===== config.mk =====
export PLATFORM = sky130hd
export DESIGN_NAME = muldiv_unit_flat
export DESIGN_NICKNAME = d
export VERILOG_FILES = /design/src/rtl/muldiv_unit_if.sv /design/src/rtl/muldiv_unit.sv /design/src/flat_wrapper.sv
export SDC_FILE = /design/constraint.sdc
export NUM_CORES = 1
export LEC_CHECK = 0
export CORE_MARGIN = 2
export CORE_UTILIZATION = 29
export DETAILED_ROUTE_END_ITERATION = 6
export DONT_BUFFER_PORTS = 1
export GPL_TIMING_DRIVEN = 1
export PLACE_DENSITY = 0.46
export SLEW_MARGIN = 20
export SYNTH_ARGS = -nofsm -noshare
export SYNTH_HDL_FRONTEND = slang
export SYNTH_SLANG_ARGS = --single-unit

===== constraint.sdc =====
create_clock -name clk -period 5.8 [get_ports clk]
set_clock_uncertainty 0.1 [all_clocks]
set_input_delay 0.58 -clock clk [delete_from_list [all_inputs] [get_ports clk]]
set_output_delay 0.58 -clock clk [all_outputs]
set_load 0.01 [all_outputs]

===== src/rtl/muldiv_unit_if.sv =====
// rtl/muldiv_unit_if.sv - request/response bundle between execute stage and muldiv_unit
interface muldiv_unit_if #(
  parameter int XLEN = 32
);
  logic            start;
  logic [2:0]      funct3;
  logic [XLEN-1:0] op_a;
  logic [XLEN-1:0] op_b;
  logic            flush;
  logic            busy;
  logic            done;
  logic [XLEN-1:0] result;

  modport master (
    output start, funct3, op_a, op_b, flush,
    input  busy, done, result
  );

  modport slave (
    input  start, funct3, op_a, op_b, flush,
    output busy, done, result
  );
endinterface


===== src/rtl/muldiv_unit.sv =====
// rtl/muldiv_unit.sv - iterative RV32M multiply/divide unit, one result bit per cycle
// Signed operations run on magnitudes; the sign is re-applied on the way into DONE.
module muldiv_unit #(
  parameter int XLEN = 32
) (
  input  logic          clk,
  input  logic          reset,
  muldiv_unit_if.slave  bus
);
  localparam int CW = $clog2(XLEN);
  localparam logic [XLEN-1:0] MIN_NEG = {1'b1, {(XLEN-1){1'b0}}};

  typedef enum logic [1:0] {IDLE, CALC, DONE} state_t;

  state_t          state, state_nxt;
  logic [CW-1:0]   cnt;
  logic [2:0]      op;
  logic            neg;
  logic [XLEN-1:0] opnd;
  logic [XLEN-1:0] acc;
  logic [XLEN-1:0] lo;
  logic [XLEN-1:0] result_q;

  logic            accept;
  logic            sgn_a, sgn_b, a_neg, b_neg, neg_in;
  logic [XLEN-1:0] a_mag, b_mag;
  logic            fast;
  logic [XLEN-1:0] fast_val;

  always_comb begin
    sgn_a    = bus.funct3 inside {3'b001, 3'b010, 3'b100, 3'b110};
    sgn_b    = bus.funct3 inside {3'b001, 3'b100, 3'b110};
    a_neg    = sgn_a & bus.op_a[XLEN-1];
    b_neg    = sgn_b & bus.op_b[XLEN-1];
    a_mag    = a_neg ? -bus.op_a : bus.op_a;
    b_mag    = b_neg ? -bus.op_b : bus.op_b;
    // remainder sign follows the dividend; everything else is the product of signs
    neg_in   = (bus.funct3[2] & bus.funct3[1]) ? a_neg : (a_neg ^ b_neg);
    fast     = 1'b0;
    fast_val = '0;
    if (bus.funct3[2]) begin
      if (bus.op_b == '0) begin
        fast     = 1'b1;
        fast_val = bus.funct3[1] ? bus.op_a : '1;
      end else if (!bus.funct3[0] && bus.op_a == MIN_NEG && bus.op_b == '1) begin
        fast     = 1'b1;
        fast_val = bus.funct3[1] ? '0 : bus.op_a;
      end
    end
  end

  // acc/lo double as {product_hi, product_lo} for multiply and {remainder, quotient} for divide
  logic [XLEN:0]     mul_sum;
  logic [XLEN:0]     shifted;
  logic [XLEN:0]     diff;
  logic [XLEN-1:0]   acc_nxt, lo_nxt;
  logic [2*XLEN-1:0] prod_fin;
  logic [XLEN-1:0]   rem_fin, quo_fin, calc_res;

  always_comb begin
    mul_sum = {1'b0, acc} + (lo[0] ? {1'b0, opnd} : {(XLEN+1){1'b0}});
    shifted = {acc, lo[XLEN-1]};
    diff    = shifted - {1'b0, opnd};
    if (op[2]) begin
      acc_nxt = diff[XLEN] ? shifted[XLEN-1:0] : diff[XLEN-1:0];
      lo_nxt  = {lo[XLEN-2:0], ~diff[XLEN]};
    end else begin
      acc_nxt = mul_sum[XLEN:1];
      lo_nxt  = {mul_sum[0], lo[XLEN-1:1]};
    end
    prod_fin = neg ? -{acc_nxt, lo_nxt} : {acc_nxt, lo_nxt};
    rem_fin  = neg ? -acc_nxt : acc_nxt;
    quo_fin  = neg ? -lo_nxt : lo_nxt;
    if (op[2])
      calc_res = op[1] ? rem_fin : quo_fin;
    else
      calc_res = (op[1:0] == 2'b00) ? prod_fin[XLEN-1:0] : prod_fin[2*XLEN-1:XLEN];
  end

  always_comb begin
    accept    = bus.start & ~bus.flush & (state != CALC);
    state_nxt = state;
    case (state)
      IDLE:    if (accept) state_nxt = fast ? DONE : CALC;
      CALC:    if (cnt == '0) state_nxt = DONE;
      DONE:    state_nxt = accept ? (fast ? DONE : CALC) : IDLE;
      default: state_nxt = IDLE;
    endcase
    if (bus.flush) state_nxt = IDLE;
  end

  always_ff @(posedge clk) begin
    if (reset) state <= IDLE;
    else       state <= state_nxt;
  end

  always_ff @(posedge clk) begin
    if (reset) begin
      cnt      <= '0;
      op       <= '0;
      neg      <= 1'b0;
      opnd     <= '0;
      acc      <= '0;
      lo       <= '0;
      result_q <= '0;
    end else if (accept) begin
      op   <= bus.funct3;
      neg  <= neg_in;
      cnt  <= CW'(XLEN-1);
      acc  <= '0;
      opnd <= bus.funct3[2] ? b_mag : a_mag;
      lo   <= bus.funct3[2] ? a_mag : b_mag;
      if (fast) result_q <= fast_val;
    end else if (state == CALC && !bus.flush) begin
      acc <= acc_nxt;
      lo  <= lo_nxt;
      cnt <= cnt - 1'b1;
      if (cnt == '0) result_q <= calc_res;
    end
  end

  assign bus.busy   = (state == CALC);
  assign bus.done   = (state == DONE);
  assign bus.result = result_q;
endmodule


===== src/flat_wrapper.sv =====
// flat-port wrapper written by rule: the top's interface ports become plain ports
module muldiv_unit_flat 
#(
  parameter int XLEN = 32
)
  (clk, reset, bus_start, bus_funct3, bus_op_a, bus_op_b, bus_flush, bus_busy, bus_done, bus_result);
  muldiv_unit_if #(.XLEN(XLEN)) bus_i ();
  input  logic clk;
  input  logic reset;
  input wire logic [$bits(bus_i.start)-1:0] bus_start;
  input wire logic [$bits(bus_i.funct3)-1:0] bus_funct3;
  input wire logic [$bits(bus_i.op_a)-1:0] bus_op_a;
  input wire logic [$bits(bus_i.op_b)-1:0] bus_op_b;
  input wire logic [$bits(bus_i.flush)-1:0] bus_flush;
  output wire logic [$bits(bus_i.busy)-1:0] bus_busy;
  output wire logic [$bits(bus_i.done)-1:0] bus_done;
  output wire logic [$bits(bus_i.result)-1:0] bus_result;
  assign bus_i.start = bus_start;
  assign bus_i.funct3 = bus_funct3;
  assign bus_i.op_a = bus_op_a;
  assign bus_i.op_b = bus_op_b;
  assign bus_i.flush = bus_flush;
  assign bus_busy = bus_i.busy;
  assign bus_done = bus_i.done;
  assign bus_result = bus_i.result;
  muldiv_unit #(.XLEN(XLEN)) u_core (.clk(clk), .reset(reset), .bus(bus_i));
endmodule

==> flow_summary.toml, run 1 <==
[outcome]
status = "complete, no violations"

[run]
max_cap_violations = 0

[synthesis]
yosysMostFrequentCell = "nand2_1"
synthTopCellsByArea = "dfxtp_1 18%, a21oi_1 7.3%, nand2_1 7.1%"
synth_top_area_share_pct = 17.7
syn-cell-area_um2 = 15700
synth_cell_types = 85
synth_area_per_cell_um2 = 6.82
synth_area_leader_cell = "dfxtp_1"
synth-seq-cells = 139
synth_edf_count = 0
yosysWarnings = 0
syn_inst = 2308
synth-main-ff-cell = "dfxtp_1"
synthTopCellsByCount = "298 x nand2_1, 239 x nor2_1, 231 x a21oi_1"
ys_seq_area_share_pct = 17.7
async_flop_share_pct = 0
syn_nets = 2452

[critical_path]
critPathMostFrequentCell = "buf_4"
start_kind = "register"
crit_required_ns = 6.03
crit_buf_inv = 3
max_stage_delay_ns = 0.59
critPathCaptureType = "register"
critPathKind = "register to register"
critPathTopFamily = "compound AO/OA/AOI/OAI gates"
crit_path_top_delay_cell = "or2_0"
crit_arrival_ns = 5.67
crit_fanout = 10
path_cells = "ha_1 -> inv_1 -> fa_1 -> a211oi_2 -> o211ai_2 -> a311oi_4 -> or3_1 -> nand3_2 -> nand2_1 -> buf_4 -> mux2i_1 -> nand4bb_1 -> buf_4 -> or2_0 -> nor2_1 -> a221o_1 -> a221oi_1 -> a21oi_1"

[pwr]
leakagePower_nw = 6.38
p_comb_share_pct = 38.1
powerDensity_nw_per_um2 = 208
switchingPower_mw = 1.46
switching_share_pct = 40.7
vdd_drop_max_mv = 0.233
p_int_mw = 2.13
pwr-share-clk_pct = 32.4
seqPwrFrac_pct = 29.5

[placement]
place.gp.congestion = 0.952
dpl_worst_slack_ns = 0.294
place_hpwl_um = 59000
port_buffers = 0

[final_layout]
fin_util_pct = 32.3
nNetsFinal = 2407
fillers = 5892
area_growth_pct = 10.0
multi_input_area_um2 = 12100
seq_area_um2 = 2790
drive_gt1_share_pct = 8.09

[global_route]
antenna_found_initial = 3
grt_pass1_vias = 16400
grtUsageTotal_pct = 25.7
grt_max_degree = 111
grt_pass1_wl_um = 108000
overflow = 0

[route]
wire_per_inst_um = 24.9
drt_iter0_drc = 1594
drc = 0
drt_first_pass_iters = 5
postRouteAntennaNets = 0
viasPerCell = 5.92
drt-total-wl_um = 74100
via_count = 17600

[clocking]
cts.sinks = 139
clk_pin_slew_ns = 0.07
h-tree-depth = 4
cts_tree = "built"
clock_latency_ns = 0.46
holdBufCountCts = 0
clockBufferDepth = 2
cts_buffers = 17
clockRootBuffer = "clkbuf_16"

[timing]
finalWorstSetupSlack_ns = 0.361
max_freq_mhz = 184
fin_crit_ns = 5.44
rsz0062_at_grt = "false"
setup_viol = 0
maxSlewHeadroom_pct = 23.3
min_period_over_period_pct = 93.8
fin_tns_setup_ns = 0
final-hold-violation-count = 0
worstMarginPinSlew_ns = 1.14
drv_slew = 0

[floorplanning]
dieArea_um2 = 56200
core_area_um2 = 53700
core.rowCount = 85
die_w_um = 237
initial_core_util_pct = 29.3
dieHeight_um = 237
ios = 105

[worst_hold_path]
worstHoldPathType = "primary input to register"
## stage by stage
step	hold slack, ns	std cells	area, um^2	power [mW]
2_1_floorplan	0.340	2308	15700	1.97
3_3_place_gp	0.354	2937	16700	2.41
3_5_place_dp	0.356	2937	16700	2.41
4_1_cts	0.0793	2968	17300	3.56
5_1_grt	0.0808	2971	17300	3.75
6_report	0.0930	2972	17300	3.60
## flip-flops by register name, indices dropped and copies added (netlist names)
name,flops
u_core.acc,32
u_core.op,3
u_core.cnt,5
u_core.lo,32
u_core.state,2
u_core.opnd,32
u_core.neg,1
u_core.bus.result,32
## power by group through the flow
stage                     clock, mW  sequential (mW)  combinational [mW]
after floorplan                   0             1.05               0.922
after global placement            0             1.08                1.33
after detailed placement          0             1.08                1.33
after CTS                      1.17             1.06                1.33
after global routing           1.21             1.07                1.47
final                          1.16             1.06                1.37
## per-layer routing
metal	share of wire (%)	up-vias	GRT usage [%]	wire length, um
met1	44	8535	33.6	32700
met4	3.6	0	9.78	2680
li1	-	8329	-	-
met5	0	-	0	0
met3	6.0	98	3.93	4420
met2	46	622	42.4	34300
## kinds of logic (layout without fill, tap and decap cells)
| family | Yosys count | in the layout | share of synthesized area, % |
|---|---|---|---|
| fa+ha+maj | 73 | 73 | 5.90 |
| xor+xnor | 166 | 166 | 9.24 |
| buf+inv | 227 | 194 | 5.66 |
| flops | 139 | 139 | 17.7 |
| simple gates | 889 | 889 | 26.7 |
| compound gates | 761 | 761 | 31.3 |
| mux | 53 | 53 | 3.54 |
| other cells | 0 | 1 | 0 |
## cells in the final DEF (no fill, tap or decap), types with 14 or more instances in the layout
master | Yosys | layout
or3_1 | 15 | 15
nor4_1 | 20 | 18
a211oi_1 | 51 | 50
dfxtp_1 | 139 | 137
and2_1 | 38 | 38
xnor2_1 | 105 | 105
a21oi_1 | 231 | 231
nand3_1 | 42 | 42
nor2b_1 | 31 | 31
a31oi_1 | 37 | 37
inv_1 | 73 | 73
or4_1 | 17 | 17
nor2_1 | 239 | 239
clkbuf_16 | 0 | 17
o31ai_1 | 30 | 29
nand4_1 | 25 | 25
o211ai_1 | 81 | 81
nand2b_1 | 15 | 14
xor2_1 | 61 | 61
buf_4 | 0 | 88
ha_1 | 71 | 71
a21o_1 | 24 | 24
nand2_1 | 298 | 298
mux2i_1 | 41 | 41
nor3b_1 | 18 | 17
o21ai_0 | 149 | 148
nor3_1 | 78 | 77
o21bai_1 | 16 | 16
## final cells by class
cell class              count  share of cell area (%)
diodes                      1                  0.0144
clock buffers              19                    2.61
clock inverters            12                   0.802
inverters                  75                    1.63
multi-input cells        1942                    70.0
flip-flops and latches    139                    16.1
well taps                 696                    5.03
repair buffers             88                    3.81
## path summary, 6_finish.rpt
path | start | end | slack, ns | cells past startpoint
worst max-delay path | u_core.opnd[0]$_SDFFE_PP0P_ | u_core.bus.result[15]$_SDFFE_PP0P_ | 0.36 | 18
worst min-delay path | bus_flush | u_core.state[1]$_SDFFE_PP0P_ | 0.09 | 1
worst max register to register | u_core.opnd[0]$_SDFFE_PP0P_ | u_core.bus.result[15]$_SDFFE_PP0P_ | 0.36 | 18
worst min register to register | u_core.opnd[17]$_SDFFE_PP0P_ | u_core.opnd[17]$_SDFFE_PP0P_ | 0.37 | 2
## timing repair
item,4_1_cts,5_1_grt
resized for setup,0,5
buffers inserted,0,3
setup endpoints to repair,0,12
(Power assumes the default switching activity.)
==> inputs of run 2 (changes only) <==
--- a/config.mk
+++ b/config.mk
@@ -8,9 +8,8 @@
 export CORE_MARGIN = 2
 export CORE_UTILIZATION = 29
 export DETAILED_ROUTE_END_ITERATION = 6
-export DONT_BUFFER_PORTS = 1
 export GPL_TIMING_DRIVEN = 1
-export PLACE_DENSITY = 0.46
+export PLACE_DENSITY = 0.48
 export SLEW_MARGIN = 20
 export SYNTH_ARGS = -nofsm -noshare
 export SYNTH_HDL_FRONTEND = slang
==> run 2 against run 1 <==
Compared with the run above:
- first-iteration DRC count increased by 4.1%
- clock power increased by 3%
- critical path depth increased by 3
- sequential share of layout area decreased by 0.88 points
- die area unchanged
- register-to-register slack improved by 0.07 ns
- via count increased by 1.4%
- non-clock buffer count increased by 96
- combinational power increased by 7%
- flip-flop and latch count unchanged
- critical path type unchanged
- critical endpoint is now u_core.bus.result[22]$_SDFFE_PP0P_
==> flow_summary.toml, run 2 (same netlist as run 1, synthesis figures left out) <==
[floorplanning]
initial_core_util_pct = 29.3
dieArea_um2 = 56200
core_area_um2 = 53700
ios = 105
dieHeight_um = 237
core.rowCount = 85
die_w_um = 237

[pwr]
leakagePower_nw = 6.75
vdd_drop_max_mv = 0.165
power_mw = 3.73
powerDensity_nw_per_um2 = 204

[global_route]
grt_pass1_vias = 16800
met2_usage_pct = 41.3
met1_usage_pct = 32.7
grt_max_degree = 90
grt_pass1_wl_um = 107000
grt_busiest_layer = "met2"
grtUsageTotal_pct = 25.4
use_met3_pct = 4.63
antenna_found_initial = 0
overflow = 0

[timing]
min_period_over_period_pct = 92.5
drv_slew = 0
worstMarginPinSlew_ns = 1.08
setup_viol = 0
fin_hold_ws_ns = 0.379
rsz0062_at_grt = "false"
maxSlewHeadroom_pct = 27.7
fin_crit_ns = 5.37
fin_tns_setup_ns = 0
final-hold-violation-count = 0
max_freq_mhz = 186
finalWorstSetupSlack_ns = 0.433

[clocking]
clock_latency_ns = 0.46
clockRootBuffer = "clkbuf_16"
cts.sinks = 139
clockBufferDepth = 2
cts_tree = "built"
clk_pin_slew_ns = 0.07
cts_buffers = 17
h-tree-depth = 4

[final_layout]
fin_util_pct = 34.1
nNetsFinal = 2503
multi_input_area_um2 = 12100
mostFrequentLayoutCells = "298 x nand2_1, 239 x nor2_1, 230 x a21oi_1, 149 x o21ai_0, 137 x dfxtp_1"
seq_area_um2 = 2790
fillers = 5794
mostFrequentLayoutCell = "nand2_1"
drive_gt1_share_pct = 7.55
area_growth_pct = 16.4

[critical_path]
critPathCaptureType = "register"
critPathKind = "register to register"
max_stage_delay_ns = 0.55
crit_fanout = 8
crit_arrival_ns = 5.61
crit_required_ns = 6.04
path_cells = "inv_1 -> ha_1 -> nand4_2 -> nor3_2 -> nand2_1 -> or3_1 -> nand3_1 -> nand3_1 -> inv_1 -> ha_1 -> nand2_1 -> nor4_1 -> nand3_1 -> nor2_1 -> nand2_1 -> a21o_1 -> or4_1 -> o31ai_1 -> xor2_1 -> o22ai_1 -> o21a_1"
start_kind = "register"
crit_path_top_delay_cell = "or3_1"

[placement]
place_hpwl_um = 58500
dpl_worst_slack_ns = 0.205
port_buffers = 104
place.gp.congestion = 0.958

[route]
drt_iter0_drc = 1659
via_count = 17800
viasPerCell = 5.81
wire_per_inst_um = 23.8
drc = 0
postRouteAntennaNets = 0
drt-total-wl_um = 73100
drt_first_pass_iters = 6

[worst_hold_path]
worstHoldPathType = "register to register"

[run]
max_cap_violations = 0

[outcome]
status = "complete, no violations"
[run 2: cell types whose count changed in the layout (fill, tap and decap cells not counted), sizes merged]
| cell | before | now |
|---|---|---|
| bufinv | 2 | 3 |
| clkdlybuf4s50 | 0 | 102 |
| buf | 88 | 82 |
| clkinv | 5 | 9 |
| clkinvlp | 4 | 0 |
| clkbuf | 19 | 18 |
[run 2: cell type report]
class,instances,area share (%)
sequential,139,15.2
clock inverter,13,0.908
inverter,75,1.54
multi-input combinational,1942,66.2
tap,696,4.75
antenna,1,0.0137
timing repair buffer,184,8.93
clock buffer,18,2.40
[run 2: metrics by stage]
step / area (um^2) / cells
after floorplan: 15700 / 2308
final: 18300 / 3068
after detailed placement: 17700 / 3036
after global placement: 17700 / 3036
after global routing: 18300 / 3067
after CTS: 18300 / 3067
[run 2: path summary, 6_finish.rpt]
check | start | end | slack [ns] | cells after the start
hold / removal | u_core.opnd[27]$_SDFFE_PP0P_ | u_core.opnd[27]$_SDFFE_PP0P_ | 0.38 | 2
hold reg to reg | u_core.opnd[27]$_SDFFE_PP0P_ | u_core.opnd[27]$_SDFFE_PP0P_ | 0.38 | 2
setup reg to reg | u_core.opnd[25]$_SDFFE_PP0P_ | u_core.bus.result[22]$_SDFFE_PP0P_ | 0.43 | 21
setup / recovery | u_core.opnd[25]$_SDFFE_PP0P_ | u_core.bus.result[22]$_SDFFE_PP0P_ | 0.43 | 21
[run 2: critical path: cells and delay by family, from the launching register on]
family	cells	cell delay, ns
AO/OA/AOI/OAI	4	0.80
AND/OR/NAND/NOR	12	2.94
flip-flops	1	0.39
adder cells (fa/ha/maj)	2	0.67
XOR/XNOR	1	0.18
buffers and inverters	2	0.17
[run 2: repair_timing]
action,in CTS,in global routing
resized for setup,0,7
endpoints found under the hold margin,0,0
setup buffers,0,0
setup endpoints to repair,0,3
hold buffers,0,0
[run 2: power breakdown]
group          switching, mW  total (mW)  internal, mW
clock                  0.512        1.20         0.690
combinational          0.949        1.47         0.519
sequential            0.0594        1.06         0.999
[run 2: layer usage]
metal | up-vias | routed length (um)
met5 | - | 0
met4 | 0 | 3250
met3 | 122 | 4830
met2 | 622 | 33400
met1 | 8555 | 31700
li1 | 8525 | -
